<file path="src/rtl/alu_frame_sequencer.sv">
`default_nettype none
// +----------------------------------------------------------------------------+
// | alu_frame_sequencer: loads Alu A/B/opcode from a byte stream, executes once |
// | and streams the result back LSB first. Option macro: ALUSEQ_TIMEOUT_EN.     |
// | Revision: 1.0                                                               |
// +----------------------------------------------------------------------------+
module alu_frame_sequencer #(
  parameter int BITS           = 16,
  parameter int OP_BITS        = 6,
  parameter int TIMEOUT_CYCLES = 1000
) (
  input  logic               clk,
  input  logic               rst_n,
  input  logic [7:0]         rx_data,
  input  logic               rx_valid,
  output logic [7:0]         tx_data,
  output logic               tx_valid,
  input  logic               tx_ready,
  output logic [BITS-1:0]    alu_a,
  output logic [BITS-1:0]    alu_b,
  output logic [OP_BITS-1:0] alu_op,
  input  logic [BITS-1:0]    alu_r,
  output logic               busy,
  output logic               overrun,
  input  logic               err_clr
);

  localparam int BYTES = BITS / 8;
  localparam int CW    = (BYTES > 1) ? $clog2(BYTES) : 1;
  localparam logic [CW-1:0] C_LAST = CW'(BYTES - 1);

  typedef enum logic [2:0] {
    ST_LD_A  = 3'd0,
    ST_LD_B  = 3'd1,
    ST_LD_OP = 3'd2,
    ST_EXEC  = 3'd3,
    ST_SEND  = 3'd4
  } state_t;

  state_t              state_q;
  logic [CW-1:0]       cnt_q;
  logic [CW-1:0]       cnt_d;
  logic [BITS-1:0]     alu_a_q;
  logic [BITS-1:0]     alu_b_q;
  logic [OP_BITS-1:0]  alu_op_q;
  logic [BITS-1:0]     res_q;
  logic [7:0]          tx_data_q;
  logic                tx_valid_q;
  logic                overrun_q;
  logic                drop_d;
  logic                gap_expired_d;

  assign cnt_d  = cnt_q + 1'b1;
  assign drop_d = rx_valid && ((state_q == ST_EXEC) || (state_q == ST_SEND));

`ifdef ALUSEQ_TIMEOUT_EN
  localparam int GW = (TIMEOUT_CYCLES > 1) ? $clog2(TIMEOUT_CYCLES) : 1;

  logic [GW-1:0] gap_q;
  logic          gap_active_d;

  // Only a partially received frame is timed; an idle LD_A never times out.
  assign gap_active_d  = ((state_q == ST_LD_A) && (cnt_q != '0)) ||
                         (state_q == ST_LD_B) || (state_q == ST_LD_OP);
  assign gap_expired_d = gap_active_d && !rx_valid &&
                         (gap_q == GW'(TIMEOUT_CYCLES - 1));

  always_ff @(posedge clk or negedge rst_n) begin
    if (!rst_n) begin
      gap_q <= '0;
    end else if (!gap_active_d || rx_valid || gap_expired_d) begin
      gap_q <= '0;
    end else begin
      gap_q <= gap_q + 1'b1;
    end
  end
`else
  assign gap_expired_d = 1'b0;
`endif

  always_ff @(posedge clk or negedge rst_n) begin
    if (!rst_n) begin
      state_q    <= ST_LD_A;
      cnt_q      <= '0;
      alu_a_q    <= '0;
      alu_b_q    <= '0;
      alu_op_q   <= '0;
      res_q      <= '0;
      tx_data_q  <= '0;
      tx_valid_q <= 1'b0;
      overrun_q  <= 1'b0;
    end else begin
      // A drop in the same cycle as err_clr leaves the flag set.
      if (err_clr) overrun_q <= 1'b0;
      if (drop_d)  overrun_q <= 1'b1;

      case (state_q)
        ST_LD_A: begin
          if (rx_valid) begin
            alu_a_q[{cnt_q, 3'b000} +: 8] <= rx_data;
            if (cnt_q == C_LAST) begin
              cnt_q   <= '0;
              state_q <= ST_LD_B;
            end else begin
              cnt_q <= cnt_d;
            end
          end
        end
        ST_LD_B: begin
          if (rx_valid) begin
            alu_b_q[{cnt_q, 3'b000} +: 8] <= rx_data;
            if (cnt_q == C_LAST) begin
              cnt_q   <= '0;
              state_q <= ST_LD_OP;
            end else begin
              cnt_q <= cnt_d;
            end
          end
        end
        ST_LD_OP: begin
          if (rx_valid) begin
            alu_op_q <= rx_data[OP_BITS-1:0];
            state_q  <= ST_EXEC;
          end
        end
        ST_EXEC: begin
          res_q      <= alu_r;
          tx_data_q  <= alu_r[7:0];
          tx_valid_q <= 1'b1;
          cnt_q      <= '0;
          state_q    <= ST_SEND;
        end
        ST_SEND: begin
          if (tx_ready) begin
            if (cnt_q == C_LAST) begin
              tx_valid_q <= 1'b0;
              cnt_q      <= '0;
              state_q    <= ST_LD_A;
            end else begin
              tx_data_q <= res_q[{cnt_d, 3'b000} +: 8];
              cnt_q     <= cnt_d;
            end
          end
        end
        default: begin
          state_q <= ST_LD_A;
          cnt_q   <= '0;
        end
      endcase

      if (gap_expired_d) begin
        state_q <= ST_LD_A;
        cnt_q   <= '0;
      end
    end
  end

  assign tx_data  = tx_data_q;
  assign tx_valid = tx_valid_q;
  assign alu_a    = alu_a_q;
  assign alu_b    = alu_b_q;
  assign alu_op   = alu_op_q;
  assign overrun  = overrun_q;
  assign busy     = (state_q == ST_EXEC) || (state_q == ST_SEND);

endmodule
`default_nettype wire

</file>
<file path="config.mk">
export PLATFORM = sky130hd
export DESIGN_NAME = alu_frame_sequencer
export DESIGN_NICKNAME = d
export VERILOG_FILES = /design/src/rtl/alu_frame_sequencer.sv
export SDC_FILE = /design/constraint.sdc
export NUM_CORES = 1
export LEC_CHECK = 0
export ABC_CLOCK_PERIOD_IN_PS = 2270
export CORE_ASPECT_RATIO = 1.2
export CORE_MARGIN = 4
export CORE_UTILIZATION = 48
export DETAILED_ROUTE_END_ITERATION = 7
export PLACE_DENSITY = 0.8
export SYNTH_ARGS = -nofsm -noshare
export SYNTH_HDL_FRONTEND = slang
export SYNTH_SLANG_ARGS = --single-unit
export TNS_END_PERCENT = 100
</file>
<file path="constraint.sdc">
create_clock -name clk -period 2.27 [get_ports clk]
set_clock_uncertainty 0.1 [all_clocks]
set_input_delay 0.454 -clock clk [delete_from_list [all_inputs] [get_ports clk]]
set_output_delay 0.454 -clock clk [all_outputs]
set_load 0.01 [all_outputs]
</file>
==> impl_metrics.py, run 1 <==
metrics = {
    "yosys": {
        "synth_top_cells_by_area": "dfrtp_1, mux2_2, mux2_1",
        "synth_cells": 185,
        "yosys_warnings": 0,
        "synthTopCellsByCount": "mux2_2, dfrtp_1",
        "netlist_area_mm2": 0.00283,
        "yosysMostFrequentCell": "mux2_2",
        "synth_top_area_cell": "dfrtp_1",
        "synth_cell_types": 27,
        "synthesis.nets": 214,
        "ys.flop_type": "dfrtp_1",
        "postSynthAreaPerCell_um2": 15.3,
        "ys_seq_area_share_pct": 58.3,
        "netlist.area_leader.share_pct": 58.3,
        "async_flop_share_pct": 100,
        "synth-seq-cells": 66,
        "synth_edf_count": 0,
    },
    "hold_path": {
        "hold_path.class": "input port to async pin",
    },
    "layout": {
        "synthToLayoutAreaGrowth_pct": 39.6,
        "nets": 308,
        "stdcell_count": 364,
        "nFillCells": 449,
        "final_cell_area_mm2": 0.00396,
        "drive_gt1_share_pct": 38.4,
        "antenna_cells": 0,
    },
    "power_and_ir_drop": {
        "intPower_mw": 3.79,
        "irDropWorstVdd_uv": 793,
        "power_density_mw_per_mm2": 1390,
        "sequentialPowerShare_pct": 38.8,
        "clockPowerShare_pct": 15.4,
        "swShare_pct": 31.0,
        "power_switching_mw": 1.71,
        "p_comb_share_pct": 45.8,
        "power_leakage_nw": 1.66,
    },
    "setup_path": {
        "crit_arrival_ns": 2.07,
        "crit_required_ns": 2.39,
        "start_kind": "flip-flop",
        "endpoint_kind": "flip-flop",
        "criticalPathCategory": "flip-flop to flip-flop",
        "crit_fanout": 11,
    },
    "timing": {
        "tightest_slew_ns": 0.613,
        "rsz0062_at_grt": "no",
        "fin_crit_ns": 1.96,
        "fmax_mhz": 511,
        "hold_violations": 0,
        "maxSlewHeadroom_pct": 59.1,
        "slew_violations": 0,
        "setup_viol": 0,
        "fin_crit_sh_pct": 86.3,
        "fin_tns_setup_ns": 0,
    },
    "clocking": {
        "clock_latency_ns": 0.33,
        "ctsRootBufferMaster": "clkbuf_8",
        "path_clk_slew_ns": 0.07,
        "clockBufferDepth": 2,
        "post_cts_buffers": 0,
        "htree_levels": 3,
        "cts_made_buffers": 9,
        "ctsHoldBuffers": 0,
        "cts_tree": "built",
        "cts_num_sinks": 66,
    },
    "floorplanning": {
        "die_area_mm2": 0.00720,
        "rows": 30,
        "start_util_pct": 49.7,
        "core_mm2": 0.00571,
        "die_h_um": 92.2,
        "die_w_um": 78.1,
        "io_pins": 78,
    },
    "grt": {
        "grt_pass1_wl_mm": 9.81,
        "grt_overflow": 0,
        "track_usage_pct": 17.7,
        "grt_max_degree": 38,
        "antenna_found_initial": 0,
        "grt_pass1_vias": 2015,
    },
    "place": {
        "place_area_mm2": 0.00378,
        "portBuffers": 77,
        "gp_congestion": 0.768,
        "dp_hpwl_mm": 4.28,
        "placed_cells": 348,
    },
    "run_status": {
        "status": "completed",
    },
    "routing": {
        "drc": 0,
        "antenna_left": 0,
        "viasPerCell": 5.05,
        "vias": 1839,
        "finalWirelength_mm": 5.76,
        "drt_iter0_markers": 92,
        "drt_pass1_iterations": 4,
        "wl_per_cell_um": 15.8,
    },
    "job": {
        "cap_violations": 0,
    },
}
-- per-stage QoR --
| stage | setup slack, ns | utilization, % | power, mW | hold slack (ns) |
|---|---|---|---|---|
| after floorplan | 0.488 | - | 3.41 | 0.0584 |
| final | 0.311 | 69.3 | 5.50 | 0.0275 |
| after detailed placement | 0.145 | 66.2 | 4.71 | 0.382 |
| after global placement | 0.214 | 66.2 | 4.62 | 0.369 |
| after global routing | 0.188 | 69.3 | 5.87 | 0.0377 |
| after CTS | 0.000958 | 69.3 | 5.58 | 0.0311 |
-- worst paths after layout --
check | startpoint | end | slack (ns) | cells after the start
max | cnt_q$_DFFE_PN0P_ | alu_b[9]$_DFFE_PN0P_ | 0.31 | 4
min | rst_n | alu_a[13]$_DFFE_PN0P_ | 0.03 | 2
max reg2reg | cnt_q$_DFFE_PN0P_ | alu_b[9]$_DFFE_PN0P_ | 0.31 | 4
min reg2reg | alu_a[13]$_DFFE_PN0P_ | alu_a[13]$_DFFE_PN0P_ | 0.39 | 1
max in group asynchronous | rst_n | state_q[0]$_DFFE_PN0P_ | 1.66 | 2
min in group clk | alu_a[13]$_DFFE_PN0P_ | alu_a[13]$_DFFE_PN0P_ | 0.39 | 1
-- layer usage --
metal	share of wire [%]	routed length (µm)	track usage, %	up-vias
met5	0	0	0	-
met4	0.62	36	5.69	0
met3	7.0	401	7.66	4
met2	48	2770	26.9	72
met1	44	2550	22.8	909
li1	-	-	-	854
-- state kept, by name, indices dropped and copies added, names as in the netlist --
register and flops:
overrun 1, cnt_q 1, alu_a 16, alu_op 6, state_q 3, tx_data 8, res_q 14, tx_valid 1
alu_b 16
-- timing repair --
action / in CTS / in global routing
setup endpoints to repair: 1 / 1
hold endpoints to repair: 0 / 0
pin swaps: 0 / 0
gates resized for setup: 2 / 1
-- layout by cell type, fill, tap and decap left out, types with 2 or more instances in the layout --
master	Yosys	final
mux2_1	4	4
nand3b_1	2	2
inv_1	3	3
buf_4	2	13
nand2b_1	4	4
o21ai_0	2	2
clkdlybuf4s50_1	0	75
buf_12	0	2
nor2b_1	3	3
clkinv_2	0	3
mux2_2	70	70
nor4_4	2	2
nand2_1	4	4
clkbuf_8	0	10
clkinvlp_4	0	2
nor3_4	2	2
dfrtp_1	66	65
a21oi_1	3	3
-- cells by family after synthesis --
logic type / count (synthesis) / synth area share (%)
AOI/OAI and AO/OA: 11 / 3.09
DFF: 66 / 58.3
and+or+nand+nor: 22 / 6.67
buffers and inverters: 12 / 2.56
muxes: 74 / 29.4
-- area by class of cell --
class | count | area [µm²] | share of cell area [%]
well taps | 80 | 100 | 2.53
repair buffers | 92 | 906 | 22.9
inverters | 3 | 11.3 | 0.285
clock inverters | 5 | 30.0 | 0.759
clock buffers | 11 | 141 | 3.57
multi-input cells | 107 | 1110 | 28.2
flip-flops and latches | 66 | 1650 | 41.8
-- critical path, stage by stage (launching register included) --
cell and delay [ns]:
dfrtp_1 0.73, nand2b_1 0.28, nor3_4 0.17, buf_4 0.20, mux2_2 0.35
-- power by group through the flow --
| stage | registers, mW | clock network [mW] | logic (mW) |
|---|---|---|---|
| after floorplan | 2.25 | 0 | 1.16 |
| after global placement | 2.15 | 0 | 2.48 |
| after detailed placement | 2.16 | 0 | 2.55 |
| after CTS | 2.14 | 0.880 | 2.56 |
| after global routing | 2.23 | 0.934 | 2.71 |
| final | 2.13 | 0.846 | 2.52 |
No activity file was read; power rests on OpenSTA's default activity.
==> inputs of run 2 (changes only) <==
Settings changed: CORE_MARGIN 4 to 2, TNS_END_PERCENT 100 to 5.
==> run 2 against run 1 <==
  * Global-route usage increased by 1.6 points
  * Wire length decreased by 1.2%
  * Hold slack improved by 0.37 ns
  * Die area decreased by 9.2%
  * Maximum frequency decreased by 0.85%
  * Count of clock-buffer cells in the layout decreased by 1
  * Sequential power about the same
  * Register-to-register slack improved by 0.05 ns
  * Clock power increased by 56%
  * Worst setup slack got worse by 0.017 ns
  * Critical endpoint is now busy
  * Largest power group unchanged
==> impl_metrics.py, run 2 (synthesis results as in run 1) <==
metrics = {
    "clocking": {
        "path_clk_slew_ns": 0.07,
        "cts_made_buffers": 9,
        "cts_num_sinks": 66,
        "ctsRootBufferMaster": "clkbuf_8",
        "htree_levels": 3,
        "cts_tree": "built",
        "post_cts_buffers": 0,
        "clock_latency_ns": 0.34,
        "clockBufferDepth": 2,
    },
    "timing": {
        "fmax_mhz": 506,
        "hold_violations": 0,
        "tightest_slew_ns": 0.604,
        "fin_tns_setup_ns": 0,
        "rsz0062_at_grt": "no",
        "fin_crit_ns": 1.98,
        "setup_viol": 0,
        "fin_crit_sh_pct": 87.0,
        "slew_violations": 0,
        "maxSlewHeadroom_pct": 59.8,
    },
    "power_and_ir_drop": {
        "power_leakage_nw": 1.70,
        "power_density_mw_per_mm2": 1460,
        "irDropWorstVdd_uv": 797,
        "power_mw": 5.97,
    },
    "setup_path": {
        "slowest_stage": "dfrtp_1",
        "critical_path_buf_inv_count": 2,
        "cpLargestDelayFamily": "buffers and inverters",
        "cpPeakStageDelay_ns": 0.40,
        "start_kind": "flip-flop",
        "crit_fanout": 8,
        "timing.rr.end": "alu_a[9]$_DFFE_PN0P_",
        "criticalPathCategory": "flip-flop to output pin",
        "endpoint_kind": "output pin",
        "r2r_slack_ns": 0.36,
        "startpoint": "state_q[1]$_DFFE_PN0P_",
        "critPathCapture": "busy",
        "reg2reg_from": "cnt_q$_DFFE_PN0P_",
        "crit_cells": 4,
        "crit_arrival_ns": 1.42,
        "cp_cell_sequence": "buf_4, nand3b_1, nand2b_1, dlygate4sd2_1",
        "ff2ff_path_depth": 4,
        "crit_required_ns": 1.72,
    },
    "floorplanning": {
        "io_pins": 78,
        "start_util_pct": 50.0,
        "die_area_mm2": 0.00654,
        "rows": 30,
        "die_h_um": 88.2,
        "core_mm2": 0.00567,
        "die_w_um": 74.1,
    },
    "routing": {
        "finalWirelength_mm": 5.69,
        "drt_pass1_iterations": 5,
        "viasPerCell": 5.05,
        "antenna_left": 0,
        "wl_per_cell_um": 15.6,
        "drt_iter0_markers": 78,
        "vias": 1845,
        "drc": 0,
    },
    "layout": {
        "antenna_cells": 0,
        "layout.cells.most_common": "clkdlybuf4s50_1",
        "drive_gt1_share_pct": 38.6,
        "synthToLayoutAreaGrowth_pct": 43.9,
        "final_cell_mix": "clkdlybuf4s50_1, mux2_2, dfrtp_1",
        "nets": 309,
    },
    "grt": {
        "grt_pass1_vias": 1912,
        "grt_max_degree": 51,
        "grt_overflow": 0,
        "grt_pass1_wl_mm": 9.20,
        "track_usage_pct": 19.3,
        "antenna_found_initial": 0,
    },
    "place": {
        "portBuffers": 77,
        "gp_congestion": 0.755,
        "dp_hpwl_mm": 4.19,
    },
    "run_status": {
        "status": "completed",
    },
    "hold_path": {
        "hold_path.class": "flip-flop to flip-flop",
    },
    "job": {
        "cap_violations": 0,
    },
}
==> run 2: cell count changes in the layout (fill, tap and decap cells not counted), sizes merged <==
cell	change
dlygate4sd3	+1
clkinv	-1
bufinv	+4
clkinvlp	-2
dlymetal6s2s	-1
dlygate4sd2	+1
clkbuf	-1
==> run 2: area by class of cell <==
cell class	instances	area (µm²)
tap	80	100
multi-input combinational	107	1110
clock inverter	6	138
fill	395	1590
inverter	3	11.3
sequential	66	1650
timing repair buffer	93	925
clock buffer	10	138
==> run 2: repair_timing <==
item                                   4_1_cts  5_1_grt
setup endpoints to repair                    1        0
resized for setup                            3        0
hold buffers                                 1        0
endpoints found under the hold margin       16        0
==> run 2: worst min-delay path by stage <==
stage / startpoint / end / slack, ns / cells after the start
after floorplan: rst_n / alu_a[0]$_DFFE_PN0P_ / 0.06 / 0
after global placement: rst_n / alu_b[12]$_DFFE_PN0P_ / 0.30 / 1
after detailed placement: rst_n / alu_b[12]$_DFFE_PN0P_ / 0.31 / 1
after CTS: alu_a[5]$_DFFE_PN0P_ / alu_a[5]$_DFFE_PN0P_ / 0.40 / 1
after global routing: alu_a[13]$_DFFE_PN0P_ / alu_a[13]$_DFFE_PN0P_ / 0.42 / 1
final: alu_a[5]$_DFFE_PN0P_ / alu_a[5]$_DFFE_PN0P_ / 0.40 / 1
==> run 2: power by group <==
| group | switching (mW) | total [mW] | leakage [nW] | internal [mW] |
|---|---|---|---|---|
| combinational | 0.918 | 2.51 | 0.785 | 1.60 |
| sequential | 0.365 | 2.14 | 0.783 | 1.78 |
| clock | 0.443 | 1.32 | 0.137 | 0.874 |
==> run 2: layer usage <==
layer	up-vias	global-route usage [%]	routed length, µm
li1	861	-	-
met1	901	24.0	2410
met2	74	30.7	2810
met3	9	5.06	392
met4	0	10.4	85
met5	-	0	0
==> run 2: through the flow <==
step	worst slack, ns	instances	hold slack (ns)	instance area [µm²]	utilization (%)
2_1_floorplan	0.488	185	0.0584	2830	-
3_3_place_gp	0.195	348	0.299	3790	66.8
3_5_place_dp	0.118	348	0.305	3790	66.8
4_1_cts	0.273	365	0.396	4080	72.0
5_1_grt	0.206	365	0.415	4080	72.0
6_report	0.295	365	0.396	4080	72.0
